$ cat config.mk
export PLATFORM = sky130hd
export DESIGN_NAME = bagman_dl_ctrl_flat
export DESIGN_NICKNAME = d
export VERILOG_FILES = /design/src/rtl/bagman_dl_ctrl_if.sv /design/src/rtl/bagman_dl_ctrl.sv /design/src/flat_wrapper.sv
export SDC_FILE = /design/constraint.sdc
export NUM_CORES = 1
export LEC_CHECK = 0
export ABC_AREA = 0
export ABC_CLOCK_PERIOD_IN_PS = 3200
export CAP_MARGIN = 40
export CORE_UTILIZATION = 40
export CTS_CLUSTER_DIAMETER = 150
export DETAILED_ROUTE_END_ITERATION = 6
export PLACE_DENSITY_LB_ADDON = 0.3
export SETUP_SLACK_MARGIN = 0.15
export SYNTH_ARGS = -nofsm -noshare
export SYNTH_HDL_FRONTEND = slang
export SYNTH_SLANG_ARGS = --single-unit
export TNS_END_PERCENT = 100
$ cat constraint.sdc
create_clock -name clk_sys -period 3.2 [get_ports clk_sys]
set_clock_uncertainty 0.05 [all_clocks]
set_input_delay 0.64 -clock clk_sys [delete_from_list [all_inputs] [get_ports clk_sys]]
set_output_delay 0.64 -clock clk_sys [all_outputs]
set_load 0.02 [all_outputs]
$ cat src/rtl/bagman_dl_ctrl_if.sv
`default_nettype none
// ============================================================================
// Module      : bagman_dl_ctrl_if
// Description : HPS ioctl download stream plus the ROM write port toward the
//               Bagman core, bundled as one interface.
//               master : download source side (drives ioctl_*, sees dn_*)
//               slave  : download controller  (sees ioctl_*, drives dn_*)
//   ioctl_download  download-active strobe
//   ioctl_wr        byte-valid strobe, one cycle per byte
//   ioctl_addr[24:0] byte address within the current download
//   ioctl_dout[7:0] byte data
//   ioctl_index[7:0] download target index
//   dn_addr[16:0]   ROM write address to core
//   dn_data[7:0]    ROM write data to core
//   dn_wr           ROM write strobe, one-cycle pulse
// Revision    : 1.0 - initial release
// ============================================================================
interface bagman_dl_ctrl_if;
  logic        ioctl_download;
  logic        ioctl_wr;
  logic [24:0] ioctl_addr;
  logic [7:0]  ioctl_dout;
  logic [7:0]  ioctl_index;
  logic [16:0] dn_addr;
  logic [7:0]  dn_data;
  logic        dn_wr;

  modport master (
    output ioctl_download, ioctl_wr, ioctl_addr, ioctl_dout, ioctl_index,
    input  dn_addr, dn_data, dn_wr
  );

  modport slave (
    input  ioctl_download, ioctl_wr, ioctl_addr, ioctl_dout, ioctl_index,
    output dn_addr, dn_data, dn_wr
  );
endinterface
`default_nettype wire

$ cat src/rtl/bagman_dl_ctrl.sv
`default_nettype none
// ============================================================================
// Module      : bagman_dl_ctrl
// Description : Download sequencer/router between the HPS ioctl stream and
//               the Bagman core. Index 0 bytes go to the core ROM port,
//               index 1 selects the board variant (mod flags), index 254
//               fills the 8-byte DIP bank. Holds the core in reset until a
//               complete ROM image has loaded, then releases it after
//               RST_HOLD cycles.
// Ports       : clk_sys, reset (sync, active high), bus (ioctl_* in, dn_* out),
//               user_reset, mod_sbag/mod_pick/mod_squa, dipsw[63:0],
//               core_reset, rom_ok, rom_ovf, rom_sum[7:0]
// Options     : DL_CHECKSUM_EN - when defined, rom_ok also requires the
//               8-bit additive ROM checksum to equal ROM_SUM; when undefined
//               rom_sum reads 0 and no adder is built.
// Revision    : 1.0 - initial release
// ============================================================================
module bagman_dl_ctrl #(
  parameter int          ROM_BYTES = 98304,
  parameter int          RST_HOLD  = 16,
  parameter logic [7:0]  ROM_SUM   = 8'h00
) (
  input  wire logic        clk_sys,
  input  wire logic        reset,
  bagman_dl_ctrl_if.slave  bus,
  input  wire logic        user_reset,
  output logic             mod_sbag,
  output logic             mod_pick,
  output logic             mod_squa,
  output logic [63:0]      dipsw,
  output logic             core_reset,
  output logic             rom_ok,
  output logic             rom_ovf,
  output logic [7:0]       rom_sum
);

  localparam logic [7:0]  IDX_ROM  = 8'd0;
  localparam logic [7:0]  IDX_MOD  = 8'd1;
  localparam logic [7:0]  IDX_DIP  = 8'd254;
  localparam int          HOLD_W   = (RST_HOLD > 1) ? $clog2(RST_HOLD) : 1;
  localparam logic [HOLD_W-1:0] HOLD_LOAD = HOLD_W'(RST_HOLD - 1);
  localparam logic [24:0] ROM_LIM  = 25'(ROM_BYTES);
  // One bit wider than the address so repeated addresses cannot wrap it
  // back onto ROM_BYTES.
  localparam logic [17:0] ROM_CNT  = 18'(ROM_BYTES);

  typedef enum logic [1:0] {
    ST_IDLE     = 2'd0,
    ST_LOAD_ROM = 2'd1,
    ST_HOLD     = 2'd2,
    ST_RUN      = 2'd3
  } state_t;

  state_t             state_q, state_d;
  logic               dl_prev_q;
  logic [7:0]         idx_q, idx_d;
  logic [17:0]        cnt_q, cnt_d;
  logic [HOLD_W-1:0]  hold_q, hold_d;
  logic [16:0]        dn_addr_q, dn_addr_d;
  logic [7:0]         dn_data_q, dn_data_d;
  logic               dn_wr_q, dn_wr_d;
  logic [7:0]         variant_q, variant_d;
  logic               sbag_q, sbag_d, pick_q, pick_d, squa_q, squa_d;
  logic [63:0]        dipsw_q, dipsw_d;
  logic               core_reset_q, core_reset_d;
  logic               rom_ok_q, rom_ok_d;
  logic               rom_ovf_q, rom_ovf_d;
`ifdef DL_CHECKSUM_EN
  logic [7:0]         rom_sum_q, rom_sum_d;
`endif

  logic rise, fall, accept, start_rom, in_range, load_good;

  always_comb begin
    rise      = bus.ioctl_download & ~dl_prev_q;
    fall      = ~bus.ioctl_download & dl_prev_q;
    accept    = bus.ioctl_download & bus.ioctl_wr & (bus.ioctl_index == idx_q);
    start_rom = rise & (bus.ioctl_index == IDX_ROM);
    in_range  = bus.ioctl_addr < ROM_LIM;
`ifdef DL_CHECKSUM_EN
    load_good = (cnt_q == ROM_CNT) & ~rom_ovf_q & (rom_sum_q == ROM_SUM);
`else
    load_good = (cnt_q == ROM_CNT) & ~rom_ovf_q;
`endif

    state_d   = state_q;
    idx_d     = idx_q;
    cnt_d     = cnt_q;
    hold_d    = hold_q;
    dn_addr_d = dn_addr_q;
    dn_data_d = dn_data_q;
    dn_wr_d   = 1'b0;
    variant_d = variant_q;
    dipsw_d   = dipsw_q;
    rom_ok_d  = rom_ok_q;
    rom_ovf_d = rom_ovf_q;
`ifdef DL_CHECKSUM_EN
    rom_sum_d = rom_sum_q;
`endif

    if (rise) begin
      idx_d = bus.ioctl_index;
    end

    // Non-ROM targets are serviced regardless of the sequencer state.
    if (accept && idx_q == IDX_MOD) begin
      variant_d = bus.ioctl_dout;
    end
    if (accept && idx_q == IDX_DIP && bus.ioctl_addr[24:3] == 22'd0) begin
      dipsw_d[{bus.ioctl_addr[2:0], 3'b000} +: 8] = bus.ioctl_dout;
    end

    sbag_d = (variant_q == 8'd1);
    pick_d = (variant_q == 8'd2);
    squa_d = (variant_q == 8'd3);

    case (state_q)
      ST_IDLE: begin
      end
      ST_LOAD_ROM: begin
        if (fall) begin
          rom_ok_d = load_good;
          state_d  = load_good ? ST_HOLD : ST_IDLE;
          hold_d   = HOLD_LOAD;
        end else if (accept && idx_q == IDX_ROM) begin
          if (in_range) begin
            dn_addr_d = bus.ioctl_addr[16:0];
            dn_data_d = bus.ioctl_dout;
            dn_wr_d   = 1'b1;
            cnt_d     = cnt_q + 18'd1;
`ifdef DL_CHECKSUM_EN
            rom_sum_d = rom_sum_q + bus.ioctl_dout;
`endif
          end else begin
            rom_ovf_d = 1'b1;
          end
        end
      end
      ST_HOLD: begin
        // A held user_reset keeps reloading, so the hold time counts from
        // its release.
        if (user_reset) begin
          hold_d = HOLD_LOAD;
        end else if (hold_q == '0) begin
          state_d = ST_RUN;
        end else begin
          hold_d = hold_q - 1'b1;
        end
      end
      ST_RUN: begin
        if (user_reset) begin
          state_d = ST_HOLD;
          hold_d  = HOLD_LOAD;
        end
      end
      default: state_d = ST_IDLE;
    endcase

    // A new ROM download preempts every state.
    if (start_rom) begin
      state_d   = ST_LOAD_ROM;
      cnt_d     = '0;
      rom_ok_d  = 1'b0;
      rom_ovf_d = 1'b0;
`ifdef DL_CHECKSUM_EN
      rom_sum_d = '0;
`endif
    end

    core_reset_d = (state_d != ST_RUN);
  end

  always_ff @(posedge clk_sys) begin
    if (reset) begin
      state_q      <= ST_IDLE;
      // Track the live strobe so a download already in flight is not
      // mistaken for a new one once reset drops.
      dl_prev_q    <= bus.ioctl_download;
      idx_q        <= '0;
      cnt_q        <= '0;
      hold_q       <= '0;
      dn_addr_q    <= '0;
      dn_data_q    <= '0;
      dn_wr_q      <= 1'b0;
      variant_q    <= '0;
      sbag_q       <= 1'b0;
      pick_q       <= 1'b0;
      squa_q       <= 1'b0;
      dipsw_q      <= '0;
      core_reset_q <= 1'b1;
      rom_ok_q     <= 1'b0;
      rom_ovf_q    <= 1'b0;
`ifdef DL_CHECKSUM_EN
      rom_sum_q    <= '0;
`endif
    end else begin
      state_q      <= state_d;
      dl_prev_q    <= bus.ioctl_download;
      idx_q        <= idx_d;
      cnt_q        <= cnt_d;
      hold_q       <= hold_d;
      dn_addr_q    <= dn_addr_d;
      dn_data_q    <= dn_data_d;
      dn_wr_q      <= dn_wr_d;
      variant_q    <= variant_d;
      sbag_q       <= sbag_d;
      pick_q       <= pick_d;
      squa_q       <= squa_d;
      dipsw_q      <= dipsw_d;
      core_reset_q <= core_reset_d;
      rom_ok_q     <= rom_ok_d;
      rom_ovf_q    <= rom_ovf_d;
`ifdef DL_CHECKSUM_EN
      rom_sum_q    <= rom_sum_d;
`endif
    end
  end

  assign bus.dn_addr = dn_addr_q;
  assign bus.dn_data = dn_data_q;
  assign bus.dn_wr   = dn_wr_q;
  assign mod_sbag    = sbag_q;
  assign mod_pick    = pick_q;
  assign mod_squa    = squa_q;
  assign dipsw       = dipsw_q;
  assign core_reset  = core_reset_q;
  assign rom_ok      = rom_ok_q;
  assign rom_ovf     = rom_ovf_q;
`ifdef DL_CHECKSUM_EN
  assign rom_sum     = rom_sum_q;
`else
  assign rom_sum     = 8'h00;
  logic unused_rom_sum;
  assign unused_rom_sum = ^ROM_SUM;
`endif

endmodule
`default_nettype wire

$ cat src/flat_wrapper.sv
// flat-port wrapper written by rule: the top's interface ports become plain ports
module bagman_dl_ctrl_flat 
#(
  parameter int          ROM_BYTES = 98304,
  parameter int          RST_HOLD  = 16,
  parameter logic [7:0]  ROM_SUM   = 8'h00
)
  (clk_sys, reset, user_reset, mod_sbag, mod_pick, mod_squa, dipsw, core_reset, rom_ok, rom_ovf, rom_sum, bus_ioctl_download, bus_ioctl_wr, bus_ioctl_addr, bus_ioctl_dout, bus_ioctl_index, bus_dn_addr, bus_dn_data, bus_dn_wr);
  bagman_dl_ctrl_if bus_i ();
  input  wire logic clk_sys;
  input  wire logic reset;
  input  wire logic user_reset;
  output logic mod_sbag;
  output logic mod_pick;
  output logic mod_squa;
  output logic [63:0] dipsw;
  output logic core_reset;
  output logic rom_ok;
  output logic rom_ovf;
  output logic [7:0] rom_sum;
  input wire logic [$bits(bus_i.ioctl_download)-1:0] bus_ioctl_download;
  input wire logic [$bits(bus_i.ioctl_wr)-1:0] bus_ioctl_wr;
  input wire logic [$bits(bus_i.ioctl_addr)-1:0] bus_ioctl_addr;
  input wire logic [$bits(bus_i.ioctl_dout)-1:0] bus_ioctl_dout;
  input wire logic [$bits(bus_i.ioctl_index)-1:0] bus_ioctl_index;
  output wire logic [$bits(bus_i.dn_addr)-1:0] bus_dn_addr;
  output wire logic [$bits(bus_i.dn_data)-1:0] bus_dn_data;
  output wire logic [$bits(bus_i.dn_wr)-1:0] bus_dn_wr;
  assign bus_i.ioctl_download = bus_ioctl_download;
  assign bus_i.ioctl_wr = bus_ioctl_wr;
  assign bus_i.ioctl_addr = bus_ioctl_addr;
  assign bus_i.ioctl_dout = bus_ioctl_dout;
  assign bus_i.ioctl_index = bus_ioctl_index;
  assign bus_dn_addr = bus_i.dn_addr;
  assign bus_dn_data = bus_i.dn_data;
  assign bus_dn_wr = bus_i.dn_wr;
  bagman_dl_ctrl #(.ROM_BYTES(ROM_BYTES), .RST_HOLD(RST_HOLD), .ROM_SUM(ROM_SUM)) u_core (.clk_sys(clk_sys), .reset(reset), .bus(bus_i), .user_reset(user_reset), .mod_sbag(mod_sbag), .mod_pick(mod_pick), .mod_squa(mod_squa), .dipsw(dipsw), .core_reset(core_reset), .rom_ok(rom_ok), .rom_ovf(rom_ovf), .rom_sum(rom_sum));
endmodule
==> results.md <==
* Global route total overflow at 0
* Synth area leader: dfxtp_1
* # hold bufs at CTS at 0
* RSZ-0062 raised after global routing: no
* First-pass GRT wire length at 28500 um
* DRC at 0
* DP Wirelength at 12700 um
* Setup Viol. Count Final at 0
* IO Count at 150
* Cells after DPL at 1013
* Post-CTS Setup Inserts at 0
* CTS tree: done
* Port Buffer Count at 141
* Fill count at 1241
* CP peak stage delay at 0.51 ns
* Required @ worst endpoint at 3.49 ns
* Routed wire per std cell at 17.1 um
* Initial Utilization at 41.3%
* Post-Route WL at 17800 um
* Number of cell rows at 44
* Sink Count at 137
* Post-cts resize count at 0
* Layout area overhead at 39.3%
* Worst slew margin at 56.3%
* Avg Vias per Cell at 5.55
* Hold WC Path Type: register to register
* Synth Register Bits at 137
* Family with the most delay on the worst path: simple AND/OR/NAND/NOR gates
* PnR worst setup slack at 0.405 ns
* Yosys cell types at 45
* Yosys warns at 0
* Crit-path max FO at 8
* Clock Path Buffers at 2
* FF-to-FF End: u_core.cnt_q[10]
* Final ANT Viol Nets at 0
* Final setup TNS at 0 ns
* Post-synthesis sequential area ratio at 45.6%
* Post-synthesis cell count at 696
* Critical path class: primary input to register
* Ratio of cells with drive above 1 in the final layout at 9.30%
* GP Congestion at 0.857
* Reg2Reg Setup Slack at 0.76 ns
* Slew Viols, Final at 0
* CP Data Arrival Time at 3.09 ns
* Critical path endpoint category: register
* Register area at 0.00274 mm2
* Pre-antenna DRT Iters at 5
* Worst hold slack at 0.404 ns
* Leakage Power at 3.19 nW
* Post-synth EDFFs at 0
* Initial antenna violation count at 0
* GR Util All Layers at 23.0%
* CTS Buf Count at 17
* Fmax at 358 MHz
* Syn_area_per_cell at 8.65 um2
* Outcome: finished, final reports clean
* Chip height at 125 um
* Final Util at 57.5%
* Vias in the first global route at 5590
* Core area at 0.0146 mm2
* Via Count at 5799
* Die area at 0.0155 mm2
* Post-Syn Area at 0.00602 mm2
* Number of hold violations in the final report at 0
* Cells along the critical path: clkdlybuf4s50_1 > inv_1 > ha_1 > ha_1 > nand2b_1 > nor3_1 > nand3_1 > or4_1 > a21oi_1
* Asr flop ratio synth at 0%
* Top cell type's share of synthesized area at 45.6%
* Tmin final at 2.80 ns
* Slowest stage cell, crit path: clkdlybuf4s50_1
* Buf/Inv on CP at 2
* Largest net degree at the start of global routing at 70
* Cell Count, Final, Fillers Out at 1044
* Worst Setup Start Kind: primary input
* Clk Latency, worst-skew pair at 0.42 ns
* Layout net count at 899
* CTS root buf: clkbuf_16
* Hold_sp: u_core.variant_q[1]
* CTS HTree Levels at 4
* DP Worst Slack at 0.0159 ns
* Hold EP: u_core.mod_sbag
* Crit path top cell by count: ha_1
* # diodes at 0
* Reg-to-reg startpoint: u_core.idx_q[3]
* Chip width at 125 um
* Max rail drop VDD at 0.334 mV
* Worst slew pin tran at 0.656 ns
* Synth top area cells: dfxtp_1 (46%), mux2i_1 (9.8%), a21oi_1 (5.8%)
* Clock Pin Slew Worst Setup and Hold Paths at 0.06 ns
* DRT iter0 DRCs at 434
* Most common flop cell mapped by yosys: dfxtp_1
* Final cycle utilization of the critical path at 87.3%
* Max-capacitance violation count at 0
* Min-Delay Path Depth at 1
* Area of the multi-input gates at 0.00303 mm2
* Cells on worst reg2reg path at 7
* Pwr/cell area at 477 mW/mm2
## how the worst max path moves through the flow
| stage | depth (start not counted) | from | endpoint | slack, ns |
|---|---|---|---|---|
| finish | 9 | bus_ioctl_addr[0] | u_core.dipsw[30] | 0.40 |
| global route | 9 | bus_ioctl_addr[0] | u_core.dipsw[27] | 0.23 |
| CTS | 8 | bus_ioctl_index[3] | u_core.cnt_q[10] | 0.44 |
| detailed placement | 7 | bus_ioctl_index[3] | u_core.dipsw[43] | 0.02 |
| global placement | 9 | bus_ioctl_addr[0] | u_core.dipsw[46] | 0.08 |
| floorplan | 10 | bus_ioctl_addr[0] | u_core.dipsw[26] | 0.42 |
## cell usage in the layout (no fill, tap or decap), types with 12 or more instances in the layout
master             n
clkdlybuf4s50_1  140
dfxtp_1          137
nand2_1           92
a21oi_1           69
mux2i_1           59
nand3_1           55
o21ai_0           45
buf_4             35
or4_1             23
nor2_1            19
clkbuf_16         17
nor4_1            14
nor3_1            14
o31ai_1           13
nand2b_1          12
## metrics by stage
step           area (um2)  power [W]
2_1_floorplan        6040    0.00187
3_3_place_gp         7770    0.00198
3_5_place_dp         7770    0.00198
4_1_cts              8390    0.00403
5_1_grt              8390    0.00413
6_report             8390    0.00400
## Yosys cell counts (2+ instances only)
master    instances
dfxtp_1         137
inv_1            10
ha_1              5
or4b_2            3
or3_1             6
clkbuf_1         37
a311oi_1          2
nor4_1           14
and3_1            7
and2_1            3
o21ai_0          45
nor4_2            2
nor2b_1           3
nor3b_1           2
xnor2_1           5
buf_2             2
buf_4             8
xor2_1            2
nand4b_1          2
nand3_1          55
nor2_1           19
mux2i_1          59
a211oi_1          2
nand3b_1          9
or4_1            23
buf_6             2
nand2b_1         12
o31ai_1          13
and4_1            4
a31oi_1           3
nand2_1          92
nor3_1           14
nand4_1          10
buf_1             3
a21oi_1          70
and3b_1           2
## power breakdown
part	internal (W)	switching, W	leakage [nW]
Sequential	0.00171	0.00000579	1.10
Clock	0.00132	0.000737	0.303
Combinational	0.0000979	0.000133	1.79
Total	0.00313	0.000875	3.19
## final cells by class
cell class	instances	share of cell area (%)
multi-input combinational	502	36.1
sequential	137	32.7
timing repair buffer	179	20.6
clock buffer	19	5.28
tap	184	2.75
clock inverter	12	2.07
inverter	11	0.492
## registers in the layout (all words and copies together), names as in the netlist, 2 cells and up
signal and count:
u_core.dipsw 64, u_core.state_q 2, u_core.bus.dn_addr 17, u_core.bus.dn_data 8
u_core.idx_q 8, u_core.hold_q 4, u_core.variant_q 8, u_core.cnt_q 18
## cell families (layout without fill, tap and decap cells)
kind of cell / after synthesis / count (layout) / synth area share, %
AO/OA/AOI/OAI: 136 / 136 / 12.2
XOR/XNOR: 7 / 7 / 1.02
adder cells (fa/ha/maj): 5 / 5 / 1.04
buffers and inverters: 64 / 221 / 4.80
flip-flops: 137 / 137 / 45.6
multiplexers: 59 / 59 / 9.81
other: 1 / 8 / 0.0623
AND/OR/NAND/NOR: 287 / 287 / 25.5
## layer usage
metal / part of all wire [%] / GRT usage [%]
met5: 0 / 0
met4: 3.2 / 10.6
met3: 5.2 / 5.20
met2: 47 / 36.1
met1: 45 / 30.0
(Power assumes the default switching activity.)
